**config.mk**
```make
export PLATFORM = sky130hd
export DESIGN_NAME = mem_stage_lsu
export DESIGN_NICKNAME = d
export VERILOG_FILES = /design/src/rtl/riscv_pkg.sv /design/src/rtl/lsu_align.sv /design/src/rtl/mem_stage_lsu.sv
export SDC_FILE = /design/constraint.sdc
export NUM_CORES = 1
export LEC_CHECK = 0
export BUFFER_PORTS_ARGS = -buffer_cell sky130_fd_sc_hd__buf_2
export CAP_MARGIN = 30
export CORE_AREA = 2 2 143 145
export DETAILED_ROUTE_END_ITERATION = 10
export DIE_AREA = 0 0 145 147
export HOLD_SLACK_MARGIN = 0.03
export PLACE_DENSITY = 0.83
export SETUP_SLACK_MARGIN = 0.3
export SYNTH_ARGS = -nofsm -noshare
export SYNTH_HDL_FRONTEND = slang
export SYNTH_SLANG_ARGS = --single-unit
export TNS_END_PERCENT = 100
```
**constraint.sdc**
```tcl
create_clock -name clk -period 5.7 [get_ports clk]
set_input_delay 1.14 -clock clk [delete_from_list [all_inputs] [get_ports clk]]
set_output_delay 1.14 -clock clk [all_outputs]
set_load 0.03 [all_outputs]
```
**src/rtl/riscv_pkg.sv**
```systemverilog
// riscv_pkg: definitions shared by the memory-stage load/store unit.
//   - funct3 load/store size codes and the internal access-size decode
//   - NOP_INSTR: canonical bubble instruction (addi x0, x0, 0)
//   - lsu_state_t: LSU bus FSM states
//   - WB_*: write-back select encodings
package riscv_pkg;

  localparam logic [2:0] F3_B  = 3'b000;
  localparam logic [2:0] F3_H  = 3'b001;
  localparam logic [2:0] F3_W  = 3'b010;
  localparam logic [2:0] F3_BU = 3'b100;
  localparam logic [2:0] F3_HU = 3'b101;

  localparam logic [31:0] NOP_INSTR = 32'h0000_0013;

  localparam logic [1:0] WB_ALU = 2'd0;
  localparam logic [1:0] WB_MEM = 2'd1;
  localparam logic [1:0] WB_PC4 = 2'd2;

  typedef enum logic {
    IDLE = 1'b0,
    BUSY = 1'b1
  } lsu_state_t;

  typedef enum logic [1:0] {
    SZ_B,
    SZ_H,
    SZ_W
  } mem_size_t;

  // Unlisted funct3 codes fall back to a full-word access.
  function automatic mem_size_t decode_size(input logic [2:0] funct3);
    case (funct3)
      F3_B, F3_BU: return SZ_B;
      F3_H, F3_HU: return SZ_H;
      default:     return SZ_W;
    endcase
  endfunction

endpackage

```
**src/rtl/lsu_align.sv**
```systemverilog
// lsu_align: combinational lane steering for the memory stage.
// Ports:
//   funct3      in   3  access size / signedness
//   byte_off    in   2  effective address bits [1:0]
//   store_data  in  32  register value to be stored
//   rdata       in  32  word returned by the data bus
//   wdata       out 32  store data replicated across the lanes
//   wstrb       out  4  byte strobes for the store
//   load_data   out 32  selected and sign/zero-extended load result
//   misaligned  out  1  halfword on odd address or word not on a 4-byte boundary
module lsu_align
  import riscv_pkg::*;
(
  input  logic [2:0]  funct3,
  input  logic [1:0]  byte_off,
  input  logic [31:0] store_data,
  input  logic [31:0] rdata,
  output logic [31:0] wdata,
  output logic [3:0]  wstrb,
  output logic [31:0] load_data,
  output logic        misaligned
);

  mem_size_t   size;
  logic        zero_ext;
  logic [7:0]  ld_byte;
  logic [15:0] ld_half;

  assign size     = decode_size(funct3);
  assign zero_ext = funct3[2];
  assign ld_byte  = rdata[{byte_off, 3'b000} +: 8];
  assign ld_half  = byte_off[1] ? rdata[31:16] : rdata[15:0];

  // NOTE: every output gets a default before the case so no path leaves a
  // value unassigned, which would otherwise infer a latch.
  always_comb begin
    wdata      = store_data;
    wstrb      = 4'b1111;
    load_data  = rdata;
    misaligned = 1'b0;
    case (size)
      SZ_B: begin
        wdata     = {4{store_data[7:0]}};
        wstrb     = 4'b0001 << byte_off;
        load_data = zero_ext ? {24'b0, ld_byte} : {{24{ld_byte[7]}}, ld_byte};
      end
      SZ_H: begin
        wdata      = {2{store_data[15:0]}};
        wstrb      = 4'b0011 << {byte_off[1], 1'b0};
        load_data  = zero_ext ? {16'b0, ld_half} : {{16{ld_half[15]}}, ld_half};
        misaligned = byte_off[0];
      end
      default: begin
        misaligned = |byte_off;
      end
    endcase
  end

endmodule

```
**src/rtl/mem_stage_lsu.sv**
```systemverilog
// mem_stage_lsu: memory stage of the five-stage pipeline.
// Issues one outstanding req/ready data-bus access per load/store, stalls the
// front of the pipeline while it is in flight and registers MEM/WB.
// Ports:
//   clk, rst_n                        clock, asynchronous active-low reset
//   EX_MEM_*                          EX/MEM pipeline register fields (held while stall=1)
//   mem_req/we/addr/wdata/wstrb       registered bus request, constant while mem_req=1
//   mem_rdata, mem_ready              bus response
//   stall                             combinational pipeline hold
//   MEM_WB_*                          MEM/WB pipeline register fields
//   misalign, bus_err                 one-cycle exception pulses
// Parameter WAIT_LIMIT (1..255): BUSY cycles without mem_ready before abort.
module mem_stage_lsu
  import riscv_pkg::*;
#(
  parameter int unsigned WAIT_LIMIT = 15
) (
  input  logic        clk,
  input  logic        rst_n,
  input  logic [31:0] EX_MEM_PC,
  input  logic [31:0] EX_MEM_ALU_Result,
  input  logic [31:0] EX_MEM_RD2,
  input  logic [31:0] EX_MEM_Instr,
  input  logic [1:0]  EX_MEM_WBSel,
  input  logic        EX_MEM_RegWEn,
  input  logic        EX_MEM_MemR,
  input  logic        EX_MEM_MemW,
  output logic        mem_req,
  output logic        mem_we,
  output logic [31:0] mem_addr,
  output logic [31:0] mem_wdata,
  output logic [3:0]  mem_wstrb,
  input  logic [31:0] mem_rdata,
  input  logic        mem_ready,
  output logic        stall,
  output logic [31:0] MEM_WB_PC,
  output logic [31:0] MEM_WB_ALU_Result,
  output logic [31:0] MEM_WB_RData,
  output logic [31:0] MEM_WB_Instr,
  output logic [1:0]  MEM_WB_WBSel,
  output logic        MEM_WB_RegWEn,
  output logic        misalign,
  output logic        bus_err
);

  // Abort fires on the WAIT_LIMIT-th BUSY cycle that has no mem_ready.
  localparam logic [7:0] LAST_WAIT = 8'(WAIT_LIMIT - 1);

  lsu_state_t  state, state_nxt;
  logic [7:0]  wait_cnt;
  logic        access, misaligned, misalign_hit;
  logic        issue, complete, abort, stall_int;
  logic [31:0] wdata, load_data;
  logic [3:0]  wstrb;

  assign access = EX_MEM_MemR | EX_MEM_MemW;

  lsu_align u_align (
    .funct3     (EX_MEM_Instr[14:12]),
    .byte_off   (EX_MEM_ALU_Result[1:0]),
    .store_data (EX_MEM_RD2),
    .rdata      (mem_rdata),
    .wdata      (wdata),
    .wstrb      (wstrb),
    .load_data  (load_data),
    .misaligned (misaligned)
  );

  always_comb begin
    state_nxt    = state;
    issue        = 1'b0;
    complete     = 1'b0;
    abort        = 1'b0;
    stall_int    = 1'b0;
    misalign_hit = 1'b0;
    case (state)
      IDLE: begin
        if (access && misaligned) begin
          misalign_hit = 1'b1;
        end else if (access) begin
          issue     = 1'b1;
          stall_int = 1'b1;
          state_nxt = BUSY;
        end
      end
      BUSY: begin
        // A response on the last allowed cycle still wins over the abort.
        if (mem_ready) begin
          complete  = 1'b1;
          state_nxt = IDLE;
        end else if (wait_cnt == LAST_WAIT) begin
          abort     = 1'b1;
          state_nxt = IDLE;
        end else begin
          stall_int = 1'b1;
        end
      end
      default: state_nxt = IDLE;
    endcase
  end

  // While reset is asserted the FSM is forced to IDLE, but a load/store may
  // still be sitting in EX/MEM; mask stall so every output reads 0 in reset.
  assign stall = stall_int & rst_n;

  // NOTE: state registers use non-blocking assignments so every flop samples
  // the pre-edge values regardless of statement order.
  always_ff @(posedge clk or negedge rst_n) begin
    if (!rst_n) begin
      state             <= IDLE;
      wait_cnt          <= '0;
      mem_req           <= 1'b0;
      mem_we            <= 1'b0;
      mem_addr          <= '0;
      mem_wdata         <= '0;
      mem_wstrb         <= '0;
      MEM_WB_PC         <= '0;
      MEM_WB_ALU_Result <= '0;
      MEM_WB_RData      <= '0;
      MEM_WB_Instr      <= '0;
      MEM_WB_WBSel      <= '0;
      MEM_WB_RegWEn     <= 1'b0;
      misalign          <= 1'b0;
      bus_err           <= 1'b0;
    end else begin
      state    <= state_nxt;
      misalign <= misalign_hit;
      bus_err  <= abort;

      if (issue) begin
        mem_req   <= 1'b1;
        mem_we    <= EX_MEM_MemW;
        mem_addr  <= {EX_MEM_ALU_Result[31:2], 2'b00};
        mem_wdata <= wdata;
        mem_wstrb <= EX_MEM_MemW ? wstrb : 4'b0000;
        wait_cnt  <= '0;
      end else if (complete || abort) begin
        mem_req <= 1'b0;
      end else if (state == BUSY) begin
        wait_cnt <= wait_cnt + 8'd1;
      end

      if (stall_int) begin
        MEM_WB_PC         <= '0;
        MEM_WB_ALU_Result <= '0;
        MEM_WB_RData      <= '0;
        MEM_WB_Instr      <= NOP_INSTR;
        MEM_WB_WBSel      <= WB_ALU;
        MEM_WB_RegWEn     <= 1'b0;
      end else begin
        MEM_WB_PC         <= EX_MEM_PC;
        MEM_WB_ALU_Result <= EX_MEM_ALU_Result;
        MEM_WB_Instr      <= EX_MEM_Instr;
        MEM_WB_WBSel      <= EX_MEM_WBSel;
        MEM_WB_RegWEn     <= EX_MEM_RegWEn & ~misalign_hit & ~abort;
        // MemW has priority, so only a pure load returns data.
        MEM_WB_RData      <= (complete && !EX_MEM_MemW) ? load_data : '0;
      end
    end
  end

endmodule

```
* Yosys cells after proc, flatten, opt, wreduce, memory -nomap -nowiden
Index checks and enable logic that the tools add are counted.
Operators by class: $add $sub $neg 1, multiply operators 0, div/mod/pow operators 0, magnitude comparators 0, eq/ne operators 6, shifts and indexed selects 3, muxes and demuxes 34, bitwise gates (word level) 7, reduce and logical (&&, ||, !) cells 12
Operator list (number):
- $mux W32 | 7
- $pmux W32 S2 | 2
- $shiftx A32 B6 Y8 | 1
- $mux W8 | 3
- $mux W16 | 1
- $mux W1 | 15
- $add A8 B1 Y8 const B | 1
- $eq A8 B4 Y1 const B | 1
- $pmux W4 S2 | 1
- $eq A3 B3 Y1 const B | 2
- $reduce_or A2 Y1 | 3
- $mux W4 | 1
- $pmux W1 S2 | 2
- $pmux W2 S2 | 1
- $reduce_bool A2 Y1 | 2
- $shl A1 B2 Y4 const A | 1
- $shl A2 B2 Y4 const A | 1
- $and A1 B1 Y1 | 3
- $eq A3 B1 Y1 const B | 1
- $logic_not A3 Y1 | 1
- $not A1 Y1 | 3
- $eq A2 B1 Y1 const B | 1
- $logic_and A1 B1 Y1 | 2
- $logic_not A2 Y1 | 1
- other kinds (6) | 6
Storage, ports and cells: bits in registers 210, latch bits 0, memory bits (writable) 0, ROM bits 0, input port bits 168, memories kept 0

* Longest topological paths before layout
Gate-level depths: netlist (run 1).
depth after elaboration 12, depth in mapped cells 8, depth with buffers taken out 7

* By module
A second synthesis (run 1) with hierarchy kept.
Unflattened totals: cell total of the unflattened synthesis 786, area, all modules 8715.9 um^2
By module, submodules not included:
- mem_stage_lsu | times used 1, cells an instance 611, area an instance 7418.4 um^2
- lsu_align | times used 1, cells an instance 175, area an instance 1297.5 um^2

* Worst setup path after synthesis (run 1)
OpenSTA, ideal clock, no wires.
kind input port to output port, from input EX_MEM_Instr[12], to output stall, data arrival time 2.369 ns, data required time 4.560 ns, path slack 2.191 ns, stages 7, path buffers 2, cell sequence clkbuf_1 -> a21oi_1 -> o21ba_2 -> a21oi_4 -> buf_6 -> inv_2 -> and2_1
On the way: word-level cells in the longest chain between the ends 9, elaborated cells on any way between the ends 14
Ends and longest elaborated chain:
- start: declaration | RTL line mem_stage_lsu.sv:23 | input logic [31:0] EX_MEM_Instr,
- $eq A3 B1 Y1, or another cell as far along | RTL line riscv_pkg.sv:33 | case (funct3)
- $reduce_or A2 Y1 | RTL line riscv_pkg.sv:33
- $pmux W2 S2 * | RTL line riscv_pkg.sv:33
- $eq A2 B1 Y1 / $logic_not A2 Y1 (equally long branches) | RTL line lsu_align.sv:41 | case (size)
- $pmux W1 S2 * | RTL line lsu_align.sv:41
- $logic_and A1 B1 Y1 * | RTL line mem_stage_lsu.sv:78 | if (access && misaligned) begin
- $mux W1 * | RTL line mem_stage_lsu.sv:78
- $pmux W1 S2 * | RTL line mem_stage_lsu.sv:76 | case (state)
- via stall_int | RTL line mem_stage_lsu.sv:52 | logic issue, complete, abort, stall_int;
- $and A1 B1 Y1 * | RTL line mem_stage_lsu.sv:104 | assign stall = stall_int & rst_n;
- end: declaration | RTL line mem_stage_lsu.sv:35 | output logic stall,
Mark *: on every way through the listed nets, which the timed path passes. The rest lies on a longest branch.

* Worst setup path in the final report (run 1)
Same ends and word-level chain as after synthesis.

==> impl_metrics.yaml, run 1 <==
synthesis:
  synth-seq-cells: 210
  ys.flop_type: "dfrtp_1"
  yosysTopAreaCell: "dfrtp_1"
  synth.top_cell.area_share_pct: 64.5
  netlist_instances: 719
  syn_area_sq_um: 8140
  ys_seq_area_share_pct: 64.5
  yosys-top-cells-area: "dfrtp_1 65%, and2_1 7.1%, nand2_1 7.0%"
  synth_most_common_cell: "dfrtp_1"
  netlist-cell-type-count: 48
  synth_commonest_cells: "210 x dfrtp_1, 151 x nand2_1, 93 x and2_1, 39 x o21ai_0, 34 x nor2_1"
  avgSynthCellArea_sq_um: 11.3
  synth_edf_count: 0
  ys.warnings.count: 0
  async_flop_share_pct: 100
power_and_ir_drop:
  peakVddDrop_mv: 0.228
  powerDensity_nw_per_um2: 414
  leakagePower_nw: 6.04
clocking:
  path_clk_slew_ns: 0.06
  cts_buffers: 23
  cts_sinks: 210
  tritoncts: "done"
  ctsResizeCount: 0
  cts_setup_buffers: 0
  clockRootBuffer: "clkbuf_16"
  clk_latency_ns: 0.51
  ctsHtreeMaxLevel: 1
  hold_buffers: 0
  cts.path.max_buffers: 3
die:
  rows: 52
  die_x_microns: 145
  core_area_sq_um: 19800
  die_h_microns: 147
  start_util_pct: 41.0
  die_area_sq_um: 21300
  io_pins: 372
timing:
  period_minus_slack_ns: 3.85
  grt_setup_unrepaired: "no"
  setup_viol: 0
  fmax_ghz: 0.259
  finalSetupTns_ns: 0
  fin_crit_sh_pct: 67.6
  hold_viol: 0
  max_slew_margin_pct: 39.5
  finalClockSkew_ns: 0.0241
  finalMaxSlewViolations: 0
  tightest_slew_ns: 0.904
critical_path:
  crit_type: "input pin to output pin"
  reg2reg_slack_ns: 3.31
  crit_top_cell: "buf_2"
  endpoint_kind: "output pin"
  r2r-end: "MEM_WB_PC[1]"
  slowest_delay_ns: 0.47
  r2r-start: "wait_cnt[0]"
  crit_chain: "buf_2 -> a21oi_1 -> o21ba_2 -> a21oi_4 -> inv_2 -> and2_1 -> buf_2"
  critPathMaxFanout: 28
  crit_path_top_delay_cell: "buf_2"
  arrival_ns: 2.71
  cp.required_ns: 4.56
  cp-start-kind: "input pin"
  rr_worst_depth: 7
job:
  max_cap_violations: 0
global_route:
  grt_first_pass_wirelength_mm: 35.3
  grt_max_degree: 98
  grt_pass1_vias: 6511
  antenna_found_initial: 0
  grt_usage_pct: 20.6
  gr-total-overflow: 0
finish:
  fillers: 1680
  area_growth_pct: 34.2
  stdcell_count: 1364
  drive_gt1_share_pct: 39.2
  fin_nets: 1248
  seq_area_sq_um: 5260
  antennaDiodeCount: 0
  multiInputGateArea_sq_um: 2650
worst_hold_path:
  min_from: "mem_addr[10]"
  hold_path_class: "flip-flop to flip-flop"
  hold_path_depth: 2
  min_to: "mem_addr[10]"
place:
  dp_hpwl_mm: 16.0
  dp_cells: 1323
  place.gp.congestion: 0.830
  io_buffer_count: 369
routing:
  drtAntennaViolNets: 0
  wirelength_mm: 22.6
  wl_per_cell_microns: 16.6
  vias_per_cell: 4.82
  first_pass_iters: 5
  drt_iter0_markers: 398
  via_count: 6574
  drc: 0
outcome:
  status: "finished clean"
[sequential cells by signal, summed over array words and instances, names as in the netlist]
| name | count |
|---|---|
| MEM_WB_Instr | 32 |
| misalign | 1 |
| bus_err | 1 |
| state | 1 |
| MEM_WB_PC | 32 |
| mem_addr | 30 |
| MEM_WB_ALU_Result | 32 |
| mem_req | 1 |
| MEM_WB_RData | 32 |
| MEM_WB_RegWEn | 1 |
| mem_wdata | 32 |
| MEM_WB_WBSel | 2 |
| wait_cnt | 8 |
| mem_wstrb | 4 |
| mem_we | 1 |
[layer usage]
metal / global-route usage [%] / share of wire [%] / vias up
met4: 6.49 / 2.5 / 0
met3: 4.60 / 7.2 / 34
met5: 0 / 0 / -
met2: 36.0 / 50 / 299
met1: 25.8 / 40 / 3166
li1: - / - / 3075
[through the flow]
step	area, sq um	util (%)	hold slack, ns	power [mW]	worst slack (ns)
2_1_floorplan	8150	-	0.501	2.64	2.19
3_3_place_gp	10200	51.2	0.451	3.05	1.87
3_5_place_dp	10200	51.2	0.461	3.08	1.86
4_1_cts	10900	55.1	0.476	4.58	1.86
5_1_grt	10900	55.1	0.495	4.74	1.75
6_report	10900	55.1	0.471	4.53	1.85
[worst max-delay path: cells and delay by family]
kind,cells,cell delay (ns)
simple gates,1,0.17
compound gates,3,0.67
buf+inv,3,0.73
[final cells by class]
type / instances / share of cell area, %
Sequential cell: 210 / 48.1
Timing Repair Buffer: 376 / 17.5
Multi-Input combinational cell: 461 / 24.2
Inverter: 6 / 0.206
Clock buffer: 29 / 5.84
Tap cell: 270 / 3.09
Clock inverter: 12 / 1.08
[power by group]
| group | internal (mW) | leakage [nW] | switching [mW] |
|---|---|---|---|
| logic | 0.342 | 2.98 | 0.867 |
| clock network | 0.884 | 0.383 | 0.595 |
| registers | 1.73 | 2.68 | 0.110 |
[cell usage in the layout, fill, tap and decap left out, drive strengths merged, types with 3 or more instances in the layout]
master   count
a22oi        8
a21oi       21
nor2        34
inv          7
clkbuf      30
o22ai        5
clkinv       9
buf        375
nand2b       5
nor2b        3
nand2      151
or3          5
mux4         5
mux2i       26
and2        93
nand3        6
o21ai       40
a2111oi      5
a21o        17
nor3        10
dfrtp      210
[cells by family after synthesis]
| group | count (synthesis) | share of synthesized area, % |
|---|---|---|
| simple gates | 318 | 18.8 |
| fa+ha+maj | 2 | 0.307 |
| other cells | 1 | 0.0460 |
| mux | 32 | 4.72 |
| compound gates | 106 | 8.31 |
| xor+xnor | 1 | 0.108 |
| flops | 210 | 64.5 |
| buf+inv | 49 | 3.16 |
[worst max-delay path by stage]
stage	endpoint	start	slack [ns]
finish	stall	EX_MEM_Instr[12]	1.85
global route	stall	EX_MEM_Instr[12]	1.75
CTS	stall	EX_MEM_Instr[12]	1.86
detailed placement	stall	EX_MEM_Instr[12]	1.86
global placement	stall	EX_MEM_Instr[12]	1.87
floorplan	stall	EX_MEM_Instr[12]	2.19
No activity file was read; power rests on OpenSTA's default activity.
==> inputs of run 2 (changes only) <==
--- a/config.mk
+++ b/config.mk
@@ -7,11 +7,11 @@
 export LEC_CHECK = 0
 export BUFFER_PORTS_ARGS = -buffer_cell sky130_fd_sc_hd__buf_2
 export CAP_MARGIN = 30
-export CORE_AREA = 2 2 143 145
+export CORE_ASPECT_RATIO = 0.6
+export CORE_UTILIZATION = 47
 export DETAILED_ROUTE_END_ITERATION = 10
-export DIE_AREA = 0 0 145 147
 export HOLD_SLACK_MARGIN = 0.03
-export PLACE_DENSITY = 0.83
+export PLACE_DENSITY = 0.91
 export SETUP_SLACK_MARGIN = 0.3
 export SYNTH_ARGS = -nofsm -noshare
 export SYNTH_HDL_FRONTEND = slang
==> constraint.sdc (replaced) <==
create_clock -name clk -period 3.6 [get_ports clk]
set_input_delay 0.72 -clock clk [delete_from_list [all_inputs] [get_ports clk]]
set_output_delay 0.72 -clock clk [all_outputs]
set_load 0.03 [all_outputs]
==> impl_metrics.yaml, run 2 (synthesized netlist as in run 1, its figures left out) <==
place:
  place_ws_ns: 0.770
  dp_hpwl_mm: 16.9
  dp_cells: 1284
  place.gp.congestion: 0.860
  io_buffer_count: 369
  placed_cell_area_sq_um: 10200
power_and_ir_drop:
  p_sw_share_pct: 35.3
  p_clk_share_pct: 30.9
  powerDensity_nw_per_um2: 647
  peakVddDrop_mv: 0.399
  pwr-share-seq_pct: 41.5
  leakagePower_nw: 6.01
  share_comb_of_total_power_pct: 27.7
  power.switching_mw: 2.48
  p_int_mw: 4.54
  total_power_mw: 7.02
clocking:
  cts_sinks: 210
  cts.path.max_buffers: 3
  path_clk_slew_ns: 0.06
  cts_buffers: 20
  hold_buffers: 0
  ctsHtreeMaxLevel: 1
  tritoncts: "done"
  clockRootBuffer: "clkbuf_16"
  cts_setup_buffers: 0
  ctsResizeCount: 0
  clk_latency_ns: 0.49
timing:
  period_minus_slack_ns: 3.06
  tightest_slew_ns: 0.966
  fin_crit_sh_pct: 85.0
  worst_slack_ns: 0.539
  finalClockSkew_ns: 0.00975
  hold_viol: 0
  finalMaxSlewViolations: 0
  fmax_ghz: 0.327
  setup_viol: 0
  grt_setup_unrepaired: "no"
  max_slew_margin_pct: 35.4
  finalSetupTns_ns: 0
global_route:
  grt_first_pass_wirelength_mm: 35.8
  grt_max_degree: 96
  antenna_found_initial: 0
  grt_pass1_vias: 6621
  gr-total-overflow: 0
  grt_usage_pct: 26.0
finish:
  stdcell_count: 1323
  drive_gt1_share_pct: 39.2
  post-route-cell-area_sq_um: 10800
  area_growth_pct: 33.2
  final_cell_mix: "368 x buf_2, 210 x dfrtp_1, 151 x nand2_1"
  fin_nets: 1249
  final_common_cell: "buf_2"
  fillers: 1288
die:
  core_area_sq_um: 16600
  die_h_microns: 104
  die_x_microns: 172
  start_util_pct: 49.1
  rows: 36
  io_pins: 372
  die_area_sq_um: 17900
routing:
  drt_iter0_markers: 563
  drtAntennaViolNets: 0
  vias_per_cell: 5.10
  wirelength_mm: 23.7
  wl_per_cell_microns: 17.9
  drc: 0
  via_count: 6750
  first_pass_iters: 5
critical_path:
  endpoint_kind: "output pin"
  crit_type: "flip-flop to output pin"
  cp-start-kind: "flip-flop"
  critPathMaxFanout: 6
  arrival_ns: 2.34
  cp.required_ns: 2.88
job:
  max_cap_violations: 0
worst_hold_path:
  hold_path_class: "input pin to async pin"
outcome:
  status: "finished clean"
==> run 2: changes by cell type in the layout (fill, tap and decap cells not counted) <==
cell / previous run / this run
clkinvlp_4: 0 / 2
clkinv_8: 0 / 1
diode_2: 0 / 2
clkbuf_16: 23 / 20
buf_12: 0 / 1
inv_6: 2 / 0
clkbuf_1: 2 / 1
buf_4: 7 / 10
buf_8: 0 / 1
clkbuf_8: 5 / 4
clkinv_2: 8 / 6
==> run 2: layout make-up <==
type | count | area [sq um] | area share [%]
diodes | 2 | 5.00 | 0.0461
clock buffers | 25 | 559 | 5.16
clock inverters | 11 | 121 | 1.12
inverters | 6 | 22.5 | 0.208
multi-input cells | 461 | 2650 | 24.4
flip-flops and latches | 210 | 5260 | 48.4
well taps | 228 | 285 | 2.63
repair buffers | 380 | 1950 | 18.0
==> run 2: stage by stage <==
step                      hold WS (ns)  util, %
final                            0.121     65.4
after global routing             0.153     65.4
after CTS                        0.139     65.4
after detailed placement         0.457     61.3
after global placement           0.453     61.3
after floorplan                  0.424        -
==> run 2: power groups by stage <==
stage	Sequential [mW]	Combinational, mW	Clock, mW
after global routing	2.95	2.07	2.30
after global placement	2.92	1.91	0
after CTS	2.91	1.96	2.20
final	2.91	1.94	2.17
after detailed placement	2.94	1.96	0
after floorplan	3.69	0.488	0
==> run 2: path summary, 6_finish.rpt <==
path	cells after the start	endpoint	startpoint	slack [ns]
max in group asynchronous	2	MEM_WB_ALU_Result[16]	rst_n	2.28
worst min-delay path	1	MEM_WB_RData[16]	rst_n	0.12
worst max-delay path	8	stall	wait_cnt[0]	0.54
min in group clk	2	MEM_WB_Instr[4]	EX_MEM_Instr[4]	0.42
worst min register to register	2	mem_wstrb[3]	mem_wstrb[3]	0.47
worst max register to register	7	MEM_WB_PC[14]	wait_cnt[0]	1.20
==> run 2: worst max-delay path, stage by stage (launching register included) <==
cell and delay, ns:
dfrtp_1 0.44, inv_1 0.09, ha_1 0.14, nand4b_1 0.11
or4_4 0.48, a21oi_4 0.16, inv_2 0.08, and2_1 0.16
buf_2 0.17
==> run 2: routing by layer <==
layer	wire, microns	track usage, %
met1	9360	33.5
met2	11700	43.2
met3	2050	7.12
met4	564	6.51
met5	0	0
